`config.mk`:
```
export PLATFORM = sky130hd
export DESIGN_NAME = ttl_rsff_bank
export DESIGN_NICKNAME = d
export VERILOG_FILES = /design/src/rtl/ttl_latch_pkg.sv /design/src/rtl/rsff_chan.sv /design/src/rtl/ttl_rsff_bank.sv
export SDC_FILE = /design/constraint.sdc
export NUM_CORES = 1
export LEC_CHECK = 0
export ABC_AREA = 1
export ABC_CLOCK_PERIOD_IN_PS = 800
export BUFFER_PORTS_ARGS = -buffer_cell sky130_fd_sc_hd__buf_4
export CELL_PAD_IN_SITES_DETAIL_PLACEMENT = 1
export CELL_PAD_IN_SITES_GLOBAL_PLACEMENT = 1
export CORE_ASPECT_RATIO = 2
export CORE_UTILIZATION = 38
export CTS_CLUSTER_SIZE = 10
export DETAILED_ROUTE_END_ITERATION = 7
export HOLD_SLACK_MARGIN = 0.06
export PLACE_DENSITY = 0.77
export REMOVE_ABC_BUFFERS = 1
export SLEW_MARGIN = 15
export SYNTH_ARGS = -nofsm -noshare
export SYNTH_HDL_FRONTEND = slang
export SYNTH_HIERARCHICAL = 1
export SYNTH_SLANG_ARGS = --single-unit
```
`constraint.sdc`:
```
create_clock -name CLK_DRV -period 0.8 [get_ports CLK_DRV]
set_input_delay 0.08 -clock CLK_DRV [delete_from_list [all_inputs] [get_ports CLK_DRV]]
set_output_delay 0.08 -clock CLK_DRV [all_outputs]
set_load 0.02 [all_outputs]
```
`src/rtl/ttl_latch_pkg.sv`:
```
// rtl/ttl_latch_pkg.sv - shared types and LFSR constants for the R-S latch bank
package ttl_latch_pkg;

    // Output policy while both latch inputs are asserted together.
    typedef enum logic [1:0] {
        HOLD     = 2'd0,
        SET_DOM  = 2'd1,
        RST_DOM  = 2'd2,
        NOR_TRUE = 2'd3
    } illegal_policy_e;

    // How a simultaneous release of both inputs is resolved.
    typedef enum logic {
        RACE_HOLD = 1'b0,
        RACE_RAND = 1'b1
    } race_mode_e;

    localparam logic [15:0] LFSR_SEED = 16'hACE1;
    // Taps 16,14,13,11 of a right-shifting Fibonacci LFSR map to bits 0,2,3,5.
    localparam logic [15:0] LFSR_TAPS = 16'h002D;

    function automatic logic [15:0] lfsr_next(input logic [15:0] cur);
        return {^(cur & LFSR_TAPS), cur[15:1]};
    endfunction

endpackage

```
`src/rtl/rsff_chan.sv`:
```
// rtl/rsff_chan.sv - one R-S latch channel with filter, illegal policy, race resolution and edge pulses
module rsff_chan
    import ttl_latch_pkg::*;
#(
    parameter int   ACTIVE_LOW = 0,
    parameter int   ILLEGAL    = 0,
    parameter int   RACE_MODE  = 0,
    parameter int   FILT       = 0,
    parameter logic INIT       = 1'b0
) (
    input  logic i_clk,
    input  logic i_rst_n,
    input  logic i_r,
    input  logic i_s,
    input  logic i_lfsr_bit,
    output logic o_q,
    output logic o_q_n,
    output logic o_rise,
    output logic o_fall,
    output logic o_race
);

    localparam illegal_policy_e POLICY = illegal_policy_e'(ILLEGAL[1:0]);
    localparam race_mode_e      RMODE  = race_mode_e'(RACE_MODE[0]);

    // Bit 1 carries set, bit 0 carries reset; both normalised to active-high.
    logic [1:0] w_raw;
    logic [1:0] w_filt;
    logic       w_rf, w_sf, w_both, w_q, w_q_n, w_race, w_dq_next;
    logic       r_dq, r_prev_both, r_qd, r_rise, r_fall, r_race;

    assign w_raw = {i_s, i_r} ^ {2{ACTIVE_LOW[0]}};

    generate
        if (FILT == 0) begin : g_bypass
            assign w_filt = w_raw;
        end else begin : g_filt
            for (genvar b = 0; b < 2; b++) begin : g_bit
                logic       r_f;
                logic [3:0] r_cnt;
                // Accept a new input level only after it has held for FILT samples.
                always_ff @(posedge i_clk or negedge i_rst_n) begin
                    if (!i_rst_n) begin
                        r_f   <= 1'b0;
                        r_cnt <= 4'd0;
                    end else if (w_raw[b] == r_f) begin
                        r_cnt <= 4'd0;
                    end else if (r_cnt == 4'(FILT - 1)) begin
                        r_f   <= w_raw[b];
                        r_cnt <= 4'd0;
                    end else begin
                        r_cnt <= r_cnt + 4'd1;
                    end
                end
                assign w_filt[b] = r_f;
            end
        end
    endgenerate

    assign w_rf   = w_filt[0];
    assign w_sf   = w_filt[1];
    assign w_both = w_rf & w_sf;
    assign w_race = r_prev_both & ~w_rf & ~w_sf;

    // Latch output: a single asserted input wins, both asserted follows the policy.
    always_comb begin
        w_q = r_dq;
        if (w_rf ^ w_sf) begin
            w_q = w_sf;
        end else if (w_both) begin
            case (POLICY)
                HOLD:     w_q = r_dq;
                SET_DOM:  w_q = 1'b1;
                RST_DOM:  w_q = 1'b0;
                NOR_TRUE: w_q = 1'b0;
                default:  w_q = r_dq;
            endcase
        end
        w_q_n = ~w_q;
        if ((POLICY == NOR_TRUE) && w_both) begin
            w_q_n = 1'b0;
        end
    end

    // A simultaneous release keeps the stored bit or draws it from the LFSR.
    always_comb begin
        w_dq_next = w_q;
        if (w_race) begin
            w_dq_next = (RMODE == RACE_RAND) ? i_lfsr_bit : r_dq;
        end
    end

    // Stored state, race history and registered edge pulses.
    always_ff @(posedge i_clk or negedge i_rst_n) begin
        if (!i_rst_n) begin
            r_dq        <= INIT;
            r_prev_both <= 1'b0;
            r_qd        <= INIT;
            r_rise      <= 1'b0;
            r_fall      <= 1'b0;
            r_race      <= 1'b0;
        end else begin
            r_dq        <= w_dq_next;
            r_prev_both <= w_both;
            r_qd        <= w_q;
            r_rise      <= w_q & ~r_qd;
            r_fall      <= ~w_q & r_qd;
            r_race      <= w_race;
        end
    end

    assign o_q    = w_q;
    assign o_q_n  = w_q_n;
    assign o_rise = r_rise;
    assign o_fall = r_fall;
    assign o_race = r_race;

endmodule

```
`src/rtl/ttl_rsff_bank.sv`:
```
// rtl/ttl_rsff_bank.sv - bank of CH R-S latches sharing one drive clock and one LFSR
module ttl_rsff_bank
    import ttl_latch_pkg::*;
#(
    parameter int            CH         = 4,
    parameter int            ACTIVE_LOW = 0,
    parameter int            ILLEGAL    = 0,
    parameter int            RACE_MODE  = 0,
    parameter int            FILT       = 0,
    parameter logic [CH-1:0] INIT       = {CH{1'b0}}
) (
    input  logic          CLK_DRV,
    input  logic          RST_N,
    input  logic [CH-1:0] R,
    input  logic [CH-1:0] S,
    output logic [CH-1:0] Q,
    output logic [CH-1:0] Q_N,
    output logic [CH-1:0] Q_RISE,
    output logic [CH-1:0] Q_FALL,
    output logic [CH-1:0] RACE
);

    logic [15:0] r_lfsr;

    // Free-running race-resolution LFSR, advanced every drive clock.
    always_ff @(posedge CLK_DRV or negedge RST_N) begin
        if (!RST_N) begin
            r_lfsr <= LFSR_SEED;
        end else begin
            r_lfsr <= lfsr_next(r_lfsr);
        end
    end

    generate
        for (genvar ch = 0; ch < CH; ch++) begin : g_chan
            rsff_chan #(
                .ACTIVE_LOW (ACTIVE_LOW),
                .ILLEGAL    (ILLEGAL),
                .RACE_MODE  (RACE_MODE),
                .FILT       (FILT),
                .INIT       (INIT[ch])
            ) u_chan (
                .i_clk      (CLK_DRV),
                .i_rst_n    (RST_N),
                .i_r        (R[ch]),
                .i_s        (S[ch]),
                .i_lfsr_bit (r_lfsr[ch % 16]),
                .o_q        (Q[ch]),
                .o_q_n      (Q_N[ch]),
                .o_rise     (Q_RISE[ch]),
                .o_fall     (Q_FALL[ch]),
                .o_race     (RACE[ch])
            );
        end
    endgenerate

endmodule

```
Yosys cells after proc, flatten, opt, wreduce, memory -nomap -nowiden
Index checks and enable logic that the tools add are counted.
{"block": "classes", "muxes": 4, "n_bitwise": 40}
{"op": "bitwise AND 1 bit", "count": 20}
{"op": "inverter 1 bit", "count": 16}
{"op": "two-way mux 1 bit", "count": 4}
{"op": "XOR 1 bit", "count": 4}
{"block": "totals", "ff_bits": 24, "inputBits": 10, "out_inout_bits": 20}

Logic depth before layout (Yosys ltp)
Gate-level depths: netlist of the first run.
{"block": "logic_depth", "depth_word": 4, "ltp_mapped": 5}

Cells and area by module
The synthesis of the first run kept the hierarchy.
{"module": "rsff_chan", "n_inst": 4, "cells_per_inst": 24, "area_each_um2": 240.2}
{"module": "ttl_rsff_bank", "n_inst": 1, "cells_per_inst": 33, "area_each_um2": 481.7}

Worst setup path before layout of the first run
No wires, ideal clock.
{"block": "synth_path", "kind": "register -> register", "startpoint": "reg r_lfsr[5] (netlist name)", "endpoint": "reg r_lfsr[15] (netlist name)", "setup_time_ns": 0.075, "arrival_time_ns": 0.756, "required_ns": 0.725, "slack_ns": -0.031, "path_stages_with_launch": 6, "path_buffers": 0, "period_less_slack_ns": 0.831, "path_cell_list": "dfstp_2 -> nand2_1 -> inv_1 -> nor2_2 -> nand2_1 -> nand2_1"}

Worst setup path in the final report of the first run
{"block": "layout_path", "startpoint": "reg g_chan[3].u_chan.r_dq", "endpoint": "out Q[3]"}
{"block": "layout_between", "elab_chain_cells": 1}
{"item": "start: declaration", "line_no": "rsff_chan.sv:30", "rtl": "logic r_dq, r_prev_both, r_qd, r_rise, r_fall, r_race;"}
{"item": "start signal: assignment", "line_no": "rsff_chan.sv:103", "rtl": "r_dq <= w_dq_next;"}
{"item": "two-way mux 1 bit", "line_no": "rsff_chan.sv:68", "rtl": "if (w_rf ^ w_sf) begin"}
{"item": "end: declaration", "line_no": "ttl_rsff_bank.sv:16", "rtl": "output logic [CH-1:0] Q,"}
No other way between the ends.

==> summary.md, run 1 <==
| Metric | Value |
|---|---|
| Status | complete, but fails checks |
| Failing checks | negative setup slack |
| Total Nets Final | 164 |
| Post-synthesis area per instance | roughly 10 um2 |
| Critical Path AT | 1.03 ns |
| Num CTS Buffers | 3 |
| Overall power | 3.61 mW |
| Aggregate routed wire length | 2470 um |
| Post-DR wirelength/cell | roughly 14 um |
| Setup Skew | between 0.0008 and 0.0009 ns |
| # fillers | 268 |
| Placement-stage cell area | 0.00124 mm2 |
| Vias per cell | 4.57 |
| CP Capture Type | output port |
| Startpoint type of the worst setup path | register |
| Core ar. | 0.00238 mm2 |
| Setup CP Type | reg2out |
| Reg area | 601 um2 |
| Achievable frequency | approximately 900 MHz |
| Tcrit/Tclk final | 139% |
| Area Overhead vs Synth | 65.2% |
| Root Driver | clkbuf_8 |
| DIE WIDTH | 37.6 um |
| Mapped cell area | 961 um2 |
| Starting density of the core | 40.4% |
| Post-DP HPWL | 1480 um |
| Setup Total Neg Slack | -3.46 ns |
| Worst setup margin | -0.311 ns |
| Initial antenna violation count | 0 |
| Iter 0 DRT Violations | 5 |
| Yosys warns | 6 |
| Cells after synthesis | 96 |
| Max-slew violation count | 0 |
| Endpoints failing setup | 34 |
| First-pass GRT wire length | approximately 3900 um |
| Die area | 0.00275 mm2 |
| Vias in the first global route | 917 |
| Port bufs | 29 |
| Unrepaired setup endpoints after global routing | yes |
| Endpoints failing hold | 0 |
| HP Class | in2reg |
| Grt total ovfl | 0 |
| Clk sink count | 24 |
| CP required | between 0.7 and 0.8 ns |
| Largest net degree at the start of global routing | 25 |
| Crit Path Max Fanout | 3 |
| Maximum VDD drop | around 1.9 mV |
| Worst skew pair latency | ~0.26 ns |
| DR vias | 804 |
| Multi-input logic area | 320 um2 |
| Detailed-route DRC error count | 0 |
| Relative slew slack | between 70% and 80% |
| Fin area | 0.00159 mm2 |
| Max cap viols | 0 |
| # IOs | 30 |
| Finished Core Util | 66.8% |
| Rows | 25 |
| Worst-path clk slew | roughly 0.08 ns |
| GRT Util Overall | 20.1% |
| Fraction of layout cells with a size suffix above 1 | 53.0% |
| Post-layout min period | 1.11 ns |
| Placer Congestion | approximately 0.65 |
| Worst slew pin tran | approximately 0.30 ns |
| Pre-CTS WS | -0.211 ns |
| PD cells | approximately 2300 mW/mm2 |
| DR pass1 iterations | 2 |
| Final ANT Viol Nets | 0 |
| H-tree levels | 1 |
| Leakage | between 0.8 and 0.9 nW |
| Antenna Cells | 0 |
| Clk buf depth | 2 |
| Die Ht | 73.1 um |
| CTS tree | done |
==> critical path, stage by stage (launching register included) <==
cell and delay (ns):
dfrtp_1 0.42, nand2_1 0.12, nand2_2 0.09, buf_6 0.14
==> cells in the final DEF (no fill, tap or decap) <==
cell / n
nor2_2: 4
nand3_1: 4
nand2_1: 16
nand2_4: 1
dfrtp_1: 24
nor2_1: 4
nor2_4: 4
dlygate4sd3_1: 7
inv_1: 11
buf_4: 15
clkbuf_8: 3
bufinv_16: 1
buf_6: 27
ha_1: 4
nand2_2: 15
inv_2: 9
==> registers in the layout, summed over array words and instances (netlist names) <==
name / count
g_chan.u_chan/o_fall: 4
g_chan.u_chan/o_race: 4
g_chan.u_chan/o_rise: 4
g_chan.u_chan/r_dq: 4
g_chan.u_chan/r_prev_both: 4
g_chan.u_chan/r_qd: 4
==> final timing paths <==
kind                                  startpoint                           end  slack, ns  cells past startpoint
setup / recovery           g_chan[3].u_chan/r_dq                          Q[3]      -0.31                      3
hold / removal                              S[1]  g_chan[1].u_chan/r_prev_both       0.06                      2
setup reg to reg           g_chan[3].u_chan/r_dq       g_chan[3].u_chan/o_fall      -0.08                      4
hold reg to reg            g_chan[2].u_chan/r_qd       g_chan[2].u_chan/o_rise       0.43                      1
max in group asynchronous                  RST_N         g_chan[2].u_chan/r_dq       0.32                      2
min in group asynchronous                  RST_N       g_chan[3].u_chan/o_rise       0.25                      2
==> power breakdown <==
part	internal (mW)	switching, mW
Clock	0.668	0.380
Combinational	0.554	0.555
Sequential	1.36	0.100
Total	2.58	1.04
==> layer usage <==
metal  track usage (%)  vias up  part of all wire (%)
li1                  -      382                     -
met1              22.3      400                    35
met2              37.0       20                    61
met3              3.05        2                   3.2
met4              7.14        0                  0.89
met5                 0        -                     0
==> timing repair <==
action	CTS	global route
hold endpoints to repair	30	0
pin swaps	9	8
buffers inserted	10	4
hold buffers	7	0
resized for setup	27	17
endpoints found under the setup margin	20	38
==> final cells by class <==
type	instances	share of cell area, %
flip-flops and latches	24	37.8
repair buffers	49	30.7
multi-input cells	52	20.2
inverters	20	4.73
clock buffers	3	2.60
clock inverters	1	1.89
well taps	27	2.13
==> metrics by stage <==
stage | hold WS (ns) | instances
floorplan | -0.216 | 96
global placement | -0.0116 | 156
detailed placement | -0.00201 | 156
CTS | 0.0629 | 177
global route | 0.0684 | 176
finish | 0.0648 | 176
(Power assumes the default switching activity.)
==> inputs of run 2 (changes only) <==
--- a/config.mk
+++ b/config.mk
@@ -17,6 +17,7 @@
 export HOLD_SLACK_MARGIN = 0.06
 export PLACE_DENSITY = 0.77
 export REMOVE_ABC_BUFFERS = 1
+export SETUP_SLACK_MARGIN = 0.4
 export SLEW_MARGIN = 15
 export SYNTH_ARGS = -nofsm -noshare
 export SYNTH_HDL_FRONTEND = slang
==> constraint.sdc (replaced) <==
create_clock -name CLK_DRV -period 0.8 [get_ports CLK_DRV]
set_input_delay 0.12 -clock CLK_DRV [delete_from_list [all_inputs] [get_ports CLK_DRV]]
set_output_delay 0.12 -clock CLK_DRV [all_outputs]
set_load 0.02 [all_outputs]
==> summary.md, run 2 (synthesis results as in run 1) <==
| Metric | Value |
|---|---|
| Setup Skew | 0.00132 ns (was 0.000838 ns) |
| Detailed-route DRC error count | 0 (unchanged) |
| Placer Congestion | 0.652 (unchanged) |
| Die Ht | 73.1 um (unchanged) |
| # fillers | 263 (was 268) |
| Achievable frequency | 886 MHz (was 900 MHz) |
| # IOs | 30 (unchanged) |
| Power Internal | 2.60 mW (was 2.58 mW) |
| Endpoints failing hold | 24 (was 0) |
| Clk buf depth | 2 (unchanged) |
| Placement-stage cell area | 0.00124 mm2 (unchanged) |
| Iter 0 DRT Violations | 4 (was 5) |
| DR pass1 iterations | 2 (unchanged) |
| Final ANT Viol Nets | 0 (unchanged) |
| Critical Path AT | 1.01 ns (was 1.03 ns) |
| Clk network pwr share | 28.8% (was 29.0%) |
| Unrepaired setup endpoints after global routing | yes (unchanged) |
| Most frequent cells in the layout | buf_6, dfrtp_1, nand2_1, buf_4, nand2_2 (was buf_6, dfrtp_1, nand2_1) |
| Aggregate routed wire length | 2430 um (was 2470 um) |
| Fin area | 0.00156 mm2 (was 0.00159 mm2) |
| Tcrit/Tclk final | 141% (was 139%) |
| Fraction of layout cells with a size suffix above 1 | 55.5% (was 53.0%) |
| CP required | 0.68 ns (was 0.72 ns) |
| Rows | 25 (unchanged) |
| Sw Pwr | 1.05 mW (was 1.04 mW) |
| Grt total ovfl | 0 (unchanged) |
| Vias in the first global route | 871 (was 917) |
| Post-DP HPWL | 1480 um (unchanged) |
| DIE WIDTH | 37.6 um (unchanged) |
| Sequential share of power | 39.9% (was 40.3%) |
| Cells after DPL | 156 (unchanged) |
| Initial antenna violation count | 0 (unchanged) |
| Leakage | 0.850 nW (was 0.857 nW) |
| Relative slew slack | 80.0% (was 79.8%) |
| Worst setup margin | -0.329 ns (was -0.311 ns) |
| Commonest non-fill, non-tap cell in the layout | buf_6 (unchanged) |
| CTS tree | done (unchanged) |
| Hold_ws | -0.266 ns (was 0.0648 ns) |
| Worst skew pair latency | 0.26 ns (about the same) |
| PD cells | 2340 mW/mm2 (was 2280 mW/mm2) |
| DR vias | 793 (was 804) |
| Pre-CTS WS | -0.291 ns (was -0.211 ns) |
| Worst-path clk slew | 0.08 ns (about the same) |
| Sw frac | 28.7% (about the same) |
| Largest net degree at the start of global routing | 25 (unchanged) |
| Setup CP Type | reg2out (unchanged) |
| Total Nets Final | 161 (was 164) |
| Antenna Cells | 0 (unchanged) |
| Core ar. | 0.00238 mm2 (unchanged) |
| Startpoint type of the worst setup path | register (unchanged) |
| Worst slew pin tran | 0.300 ns (was 0.303 ns) |
| Max cap viols | 0 (unchanged) |
| H-tree levels | 1 (unchanged) |
| HP Class | in2async (was in2reg) |
| Num CTS Buffers | 3 (unchanged) |
| Clk sink count | 24 (unchanged) |
| Starting density of the core | 40.4% (unchanged) |
| Port bufs | 29 (unchanged) |
| Reg-to-Reg Start | g_chan[0].u_chan/r_dq (was g_chan[3].u_chan/r_dq) |
| GRT Util Overall | 19.3% (was 20.1%) |
| Post-DR wirelength/cell | 14.0 um (about the same) |
| Vias per cell | 4.58 (was 4.57) |
| Worst Setup SP | g_chan[1].u_chan/r_dq (was g_chan[3].u_chan/r_dq) |
| Endpoints failing setup | 34 (unchanged) |
| CP Capture Type | output port (unchanged) |
| Root Driver | clkbuf_8 (unchanged) |
| Comb pwr share | 31.2% (was 30.7%) |
| Area Overhead vs Synth | 62.5% (was 65.2%) |
| Failing checks | negative hold slack, negative setup slack (was negative setup slack) |
| Maximum VDD drop | 1.80 mV (was 1.86 mV) |
| Post-layout min period | 1.13 ns (was 1.11 ns) |
| Status | complete, but fails checks (unchanged) |
| Final std cells w/o fill | 173 (was 176) |
| Crit Path Max Fanout | 3 (unchanged) |
| First-pass GRT wire length | 3750 um (was 3940 um) |
| Max-slew violation count | 0 (unchanged) |
| Die area | 0.00275 mm2 (unchanged) |
==> run 2: cell count changes in the layout (fill, tap and decap cells not counted) <==
cell / before / now
buf_6: 27 / 30
nor2_1: 4 / 3
inv_1: 11 / 14
inv_2: 9 / 6
dlygate4sd3_1: 7 / 0
buf_4: 15 / 16
nor2_2: 4 / 5
==> run 2: area by class of cell <==
type,instances,area [um2],area share [%]
clock buffers,3,41.3,2.64
inverters,20,75.1,4.81
clock inverters,1,30.0,1.92
multi-input cells,52,323,20.7
flip-flops and latches,24,601,38.5
well taps,27,33.8,2.16
repair buffers,46,458,29.3
==> run 2: power groups by stage <==
stage                     Clock, mW  Combinational, mW  Sequential (mW)
after floorplan                   0              0.344             1.53
after global placement            0              0.756             1.45
after detailed placement          0              0.781             1.46
after CTS                      1.08               1.04             1.45
after global routing           1.13               1.22             1.48
final                          1.05               1.14             1.46
==> run 2: repair_timing <==
item / CTS / global route
pin swaps: 13 / 4
endpoints found under the setup margin: 40 / 40
hold endpoints to repair: 24 / 24
gates resized for setup: 28 / 14
buffers inserted: 10 / 3
==> run 2: worst paths after layout <==
check	end	slack [ns]	depth (start not counted)
max	Q_N[1]	-0.33	4
min	g_chan[3].u_chan/o_rise	-0.27	1
max reg2reg	g_chan[0].u_chan/o_rise	-0.23	7
min reg2reg	g_chan[2].u_chan/o_rise	0.43	1
max in group asynchronous	g_chan[1].u_chan/r_qd	0.83	1
min in group CLK_DRV	g_chan[0].u_chan/r_prev_both	0.10	2
==> run 2: stage by stage <==
stage	utilization (%)	power (mW)	setup TNS [ns]	hold slack, ns
3_3_place_gp	52.3	2.20	-3.50	0.0284
4_1_cts	62.9	3.56	-4.31	-0.253
6_report	65.7	3.65	-4.98	-0.266
5_1_grt	65.7	3.82	-6.37	-0.254
3_5_place_dp	52.3	2.24	-4.01	0.0380
2_1_floorplan	-	1.87	-0.455	-0.176
==> run 2: routing by layer <==
| layer | part of all wire [%] | vias up | track usage [%] |
|---|---|---|---|
| li1 | - | 376 | - |
| met1 | 34 | 395 | 20.2 |
| met2 | 62 | 20 | 36.5 |
| met3 | 3.3 | 2 | 3.05 |
| met4 | 0.95 | 0 | 7.14 |
| met5 | 0 | - | 0 |
==> run 2: worst max-delay path, cell delays in order, from the launching register on <==
cell and delay, ns:
dfrtp_1 0.42, inv_2 0.07, nand2_2 0.05, nand2_2 0.09
buf_6 0.12
==> inputs of run 3 (changes only) <==
--- a/config.mk
+++ b/config.mk
@@ -5,17 +5,17 @@
 export SDC_FILE = /design/constraint.sdc
 export NUM_CORES = 1
 export LEC_CHECK = 0
-export ABC_AREA = 1
+export ABC_AREA = 0
 export ABC_CLOCK_PERIOD_IN_PS = 800
 export BUFFER_PORTS_ARGS = -buffer_cell sky130_fd_sc_hd__buf_4
 export CELL_PAD_IN_SITES_DETAIL_PLACEMENT = 1
 export CELL_PAD_IN_SITES_GLOBAL_PLACEMENT = 1
 export CORE_ASPECT_RATIO = 2
-export CORE_UTILIZATION = 38
+export CORE_UTILIZATION = 39
 export CTS_CLUSTER_SIZE = 10
 export DETAILED_ROUTE_END_ITERATION = 7
 export HOLD_SLACK_MARGIN = 0.06
-export PLACE_DENSITY = 0.77
+export PLACE_DENSITY = 0.76
 export REMOVE_ABC_BUFFERS = 1
 export SETUP_SLACK_MARGIN = 0.4
 export SLEW_MARGIN = 15
==> summary.md, run 3 <==
| Metric | Value |
|---|---|
| # fillers | 182 (was 263) |
| Max-slew violation count | 0 (unchanged) |
| Vias per cell | 4.99 (was 4.58) |
| Pre-CTS WS | -0.454 ns (was -0.291 ns) |
| Tcrit/Tclk final | 162% (was 141%) |
| DR pass1 iterations | 2 (unchanged) |
| Startpoint type of the worst setup path | primary input (was register) |
| Die Ht | 67.5 um (was 73.1 um) |
| Max cap viols | 0 (unchanged) |
| Maximum VDD drop | 2.19 mV (was 1.80 mV) |
| Mapped cell area | 836 um2 (was 961 um2) |
| Placer Congestion | 0.633 (was 0.652) |
| Failing checks | negative hold slack, negative setup slack (unchanged) |
| Setup slack, reg-to-reg | -0.40 ns (was -0.23 ns) |
| Slowest cell delay on critical path | 0.37 ns (was 0.42 ns) |
| WL met1 | 1020 um (was 815 um) |
| Antenna Cells | 0 (unchanged) |
| Status | complete, but fails checks (unchanged) |
| GRT Util Overall | 22.6% (was 19.3%) |
| Commonest non-fill, non-tap cell in the layout | buf_6 (unchanged) |
| Initial antenna violation count | 0 (unchanged) |
| CTS tree | done (unchanged) |
| Post-DR wirelength/cell | 22.9 um (was 14.0 um) |
| CP Capture Type | output port (unchanged) |
| Grt total ovfl | 0 (unchanged) |
| R2r endpoint | g_chan[3].u_chan/o_fall (was g_chan[0].u_chan/o_rise) |
| Vias in the first global route | 741 (was 871) |
| Reg-to-Reg Start | g_chan[3].u_chan/r_dq (was g_chan[0].u_chan/r_dq) |
| Sw Pwr | 1.09 mW (was 1.05 mW) |
| CP required | 0.68 ns (about the same) |
| Aggregate routed wire length | 3070 um (was 2430 um) |
| Cells after DPL | 120 (was 156) |
| Final ANT Viol Nets | 0 (unchanged) |
| Yosys warns | 6 (unchanged) |
| Unrepaired setup endpoints after global routing | yes (unchanged) |
| Routed length on met2 | 1770 um (was 1510 um) |
| Top Metal Used | met4 (unchanged) |
| Sw frac | 29.1% (was 28.7%) |
| # IOs | 30 (unchanged) |
| Post-DP HPWL | 1140 um (was 1480 um) |
| Setup Skew | 0.00638 ns (was 0.00132 ns) |
| Area Overhead vs Synth | 79.5% (was 62.5%) |
| Setup CP Type | in2out (was reg2out) |
| Worst path cell trace | buf_4 -> ha_1 -> mux2i_4 -> inv_2 -> buf_6 (was inv_2 -> nand2_2 -> nand2_2 -> buf_6) |
| Crit Path Max Fanout | 3 (unchanged) |
| PD cells | 2500 mW/mm2 (was 2340 mW/mm2) |
| Worst slew pin tran | 0.303 ns (was 0.300 ns) |
| Endpoints failing hold | 24 (unchanged) |
| Critical Path AT | 1.17 ns (was 1.01 ns) |
| Iter 0 DRT Violations | 27 (was 4) |
| Worst setup margin | -0.492 ns (was -0.329 ns) |
| Relative slew slack | 79.8% (was 80.0%) |
| Starting density of the core | 41.5% (was 40.4%) |
| Core ar. | 0.00201 mm2 (was 0.00238 mm2) |
| Die area | 0.00234 mm2 (was 0.00275 mm2) |
| Hold_ws | -0.282 ns (was -0.266 ns) |
| Reg area | 601 um2 (unchanged) |
| Rows | 23 (was 25) |
| DIE WIDTH | 34.7 um (was 37.6 um) |
| Achievable frequency | 774 MHz (was 886 MHz) |
| Worst-path clk slew | 0.09 ns (was 0.08 ns) |
| Sequential share of power | 39.4% (was 39.9%) |
| Final std cells w/o fill | 134 (was 173) |
| Most frequent cells in the layout | buf_6, dfrtp_1, buf_4 (was buf_6, dfrtp_1, nand2_1, buf_4, nand2_2) |
| Fraction of layout cells with a size suffix above 1 | 70.6% (was 55.5%) |
| Largest net degree at the start of global routing | 25 (unchanged) |
| Overall power | 3.75 mW (was 3.65 mW) |
| Num CTS Buffers | 3 (unchanged) |
| Post-synthesis area per instance | 14.9 um2 (was 10.0 um2) |
| Worst reg2reg path depth | 6 (was 7) |
| H-tree levels | 1 (unchanged) |
| Leakage | 0.732 nW (was 0.850 nW) |
| Total Nets Final | 124 (was 161) |
| Detailed-route DRC error count | 0 (unchanged) |
| Power Internal | 2.66 mW (was 2.60 mW) |
| Post-layout min period | 1.29 ns (was 1.13 ns) |
| Port bufs | 29 (unchanged) |
| Endpoints failing setup | 36 (was 34) |
| Clk buf depth | 2 (unchanged) |
| Multi-input logic area | 309 um2 (was 323 um2) |
| Total length of routed met3 wires | 150 um (was 80 um) |
| Setup Total Neg Slack | -8.47 ns (was -4.98 ns) |
| First-pass GRT wire length | 3610 um (was 3750 um) |
| Clk sink count | 24 (unchanged) |
| Slowest-stage cell, CP | ha_1 (was dfrtp_1) |
| Comb pwr share | 31.2% (about the same) |
| Worst skew pair latency | 0.28 ns (was 0.26 ns) |
| Root Driver | clkbuf_8 (unchanged) |
| DR vias | 669 (was 793) |
| Cells after synthesis | 56 (was 96) |
| Clk network pwr share | 29.4% (was 28.8%) |
| HP Class | in2async (unchanged) |
## run 3: per-stage QoR
stage          instance area, um2  hold slack (ns)  utilization, %
2_1_floorplan                 836           -0.176               -
3_3_place_gp                 1160           0.0244            57.6
3_5_place_dp                 1160           0.0275            57.6
4_1_cts                      1420           -0.265            70.4
5_1_grt                      1500           -0.263            74.5
6_report                     1500           -0.282            74.5
## run 3: power groups by stage
stage	clock network (mW)	registers (mW)	logic, mW
after floorplan	0	1.53	0.250
after global placement	0	1.44	0.697
after detailed placement	0	1.45	0.718
after CTS	1.07	1.45	0.957
after global routing	1.15	1.49	1.22
final	1.10	1.48	1.17
## run 3: worst max-delay path: cells and delay by family
family,cells,cell delay [ns]
buffers and inverters,3,0.37
multiplexers,1,0.32
adder cells (fa/ha/maj),1,0.37
## run 3: timing repair
item,4_1_cts,5_1_grt
resized for setup,36,15
pin swaps,1,2
buffers inserted,5,5
setup endpoints to repair,40,40
endpoints found under the hold margin,25,25
## run 3: worst max-delay path by stage
stage	startpoint	slack, ns	endpoint	cells after the start
detailed placement	R[1]	-0.45	Q[1]	5
global placement	R[1]	-0.42	Q[1]	5
CTS	g_chan[2].u_chan/r_dq	-0.43	Q[2]	3
finish	R[1]	-0.49	Q[1]	5
global route	g_chan[2].u_chan/r_dq	-0.54	Q[2]	3
floorplan	R[0]	-0.43	g_chan[0].u_chan/r_qd	3
## run 3: area by class of cell
| class | instances | area share (%) |
|---|---|---|
| flip-flops and latches | 24 | 40.0 |
| inverters | 4 | 1.00 |
| well taps | 25 | 2.09 |
| clock buffers | 3 | 2.75 |
| repair buffers | 49 | 31.5 |
| clock inverters | 1 | 2.00 |
| multi-input cells | 28 | 20.6 |
## run 3: routing by layer
metal  global-route usage (%)  vias to the layer above
met5                        0                        -
met4                     9.50                        0
met3                     3.95                       11
met2                     45.0                       29
met1                     22.5                      341
li1                         -                      288
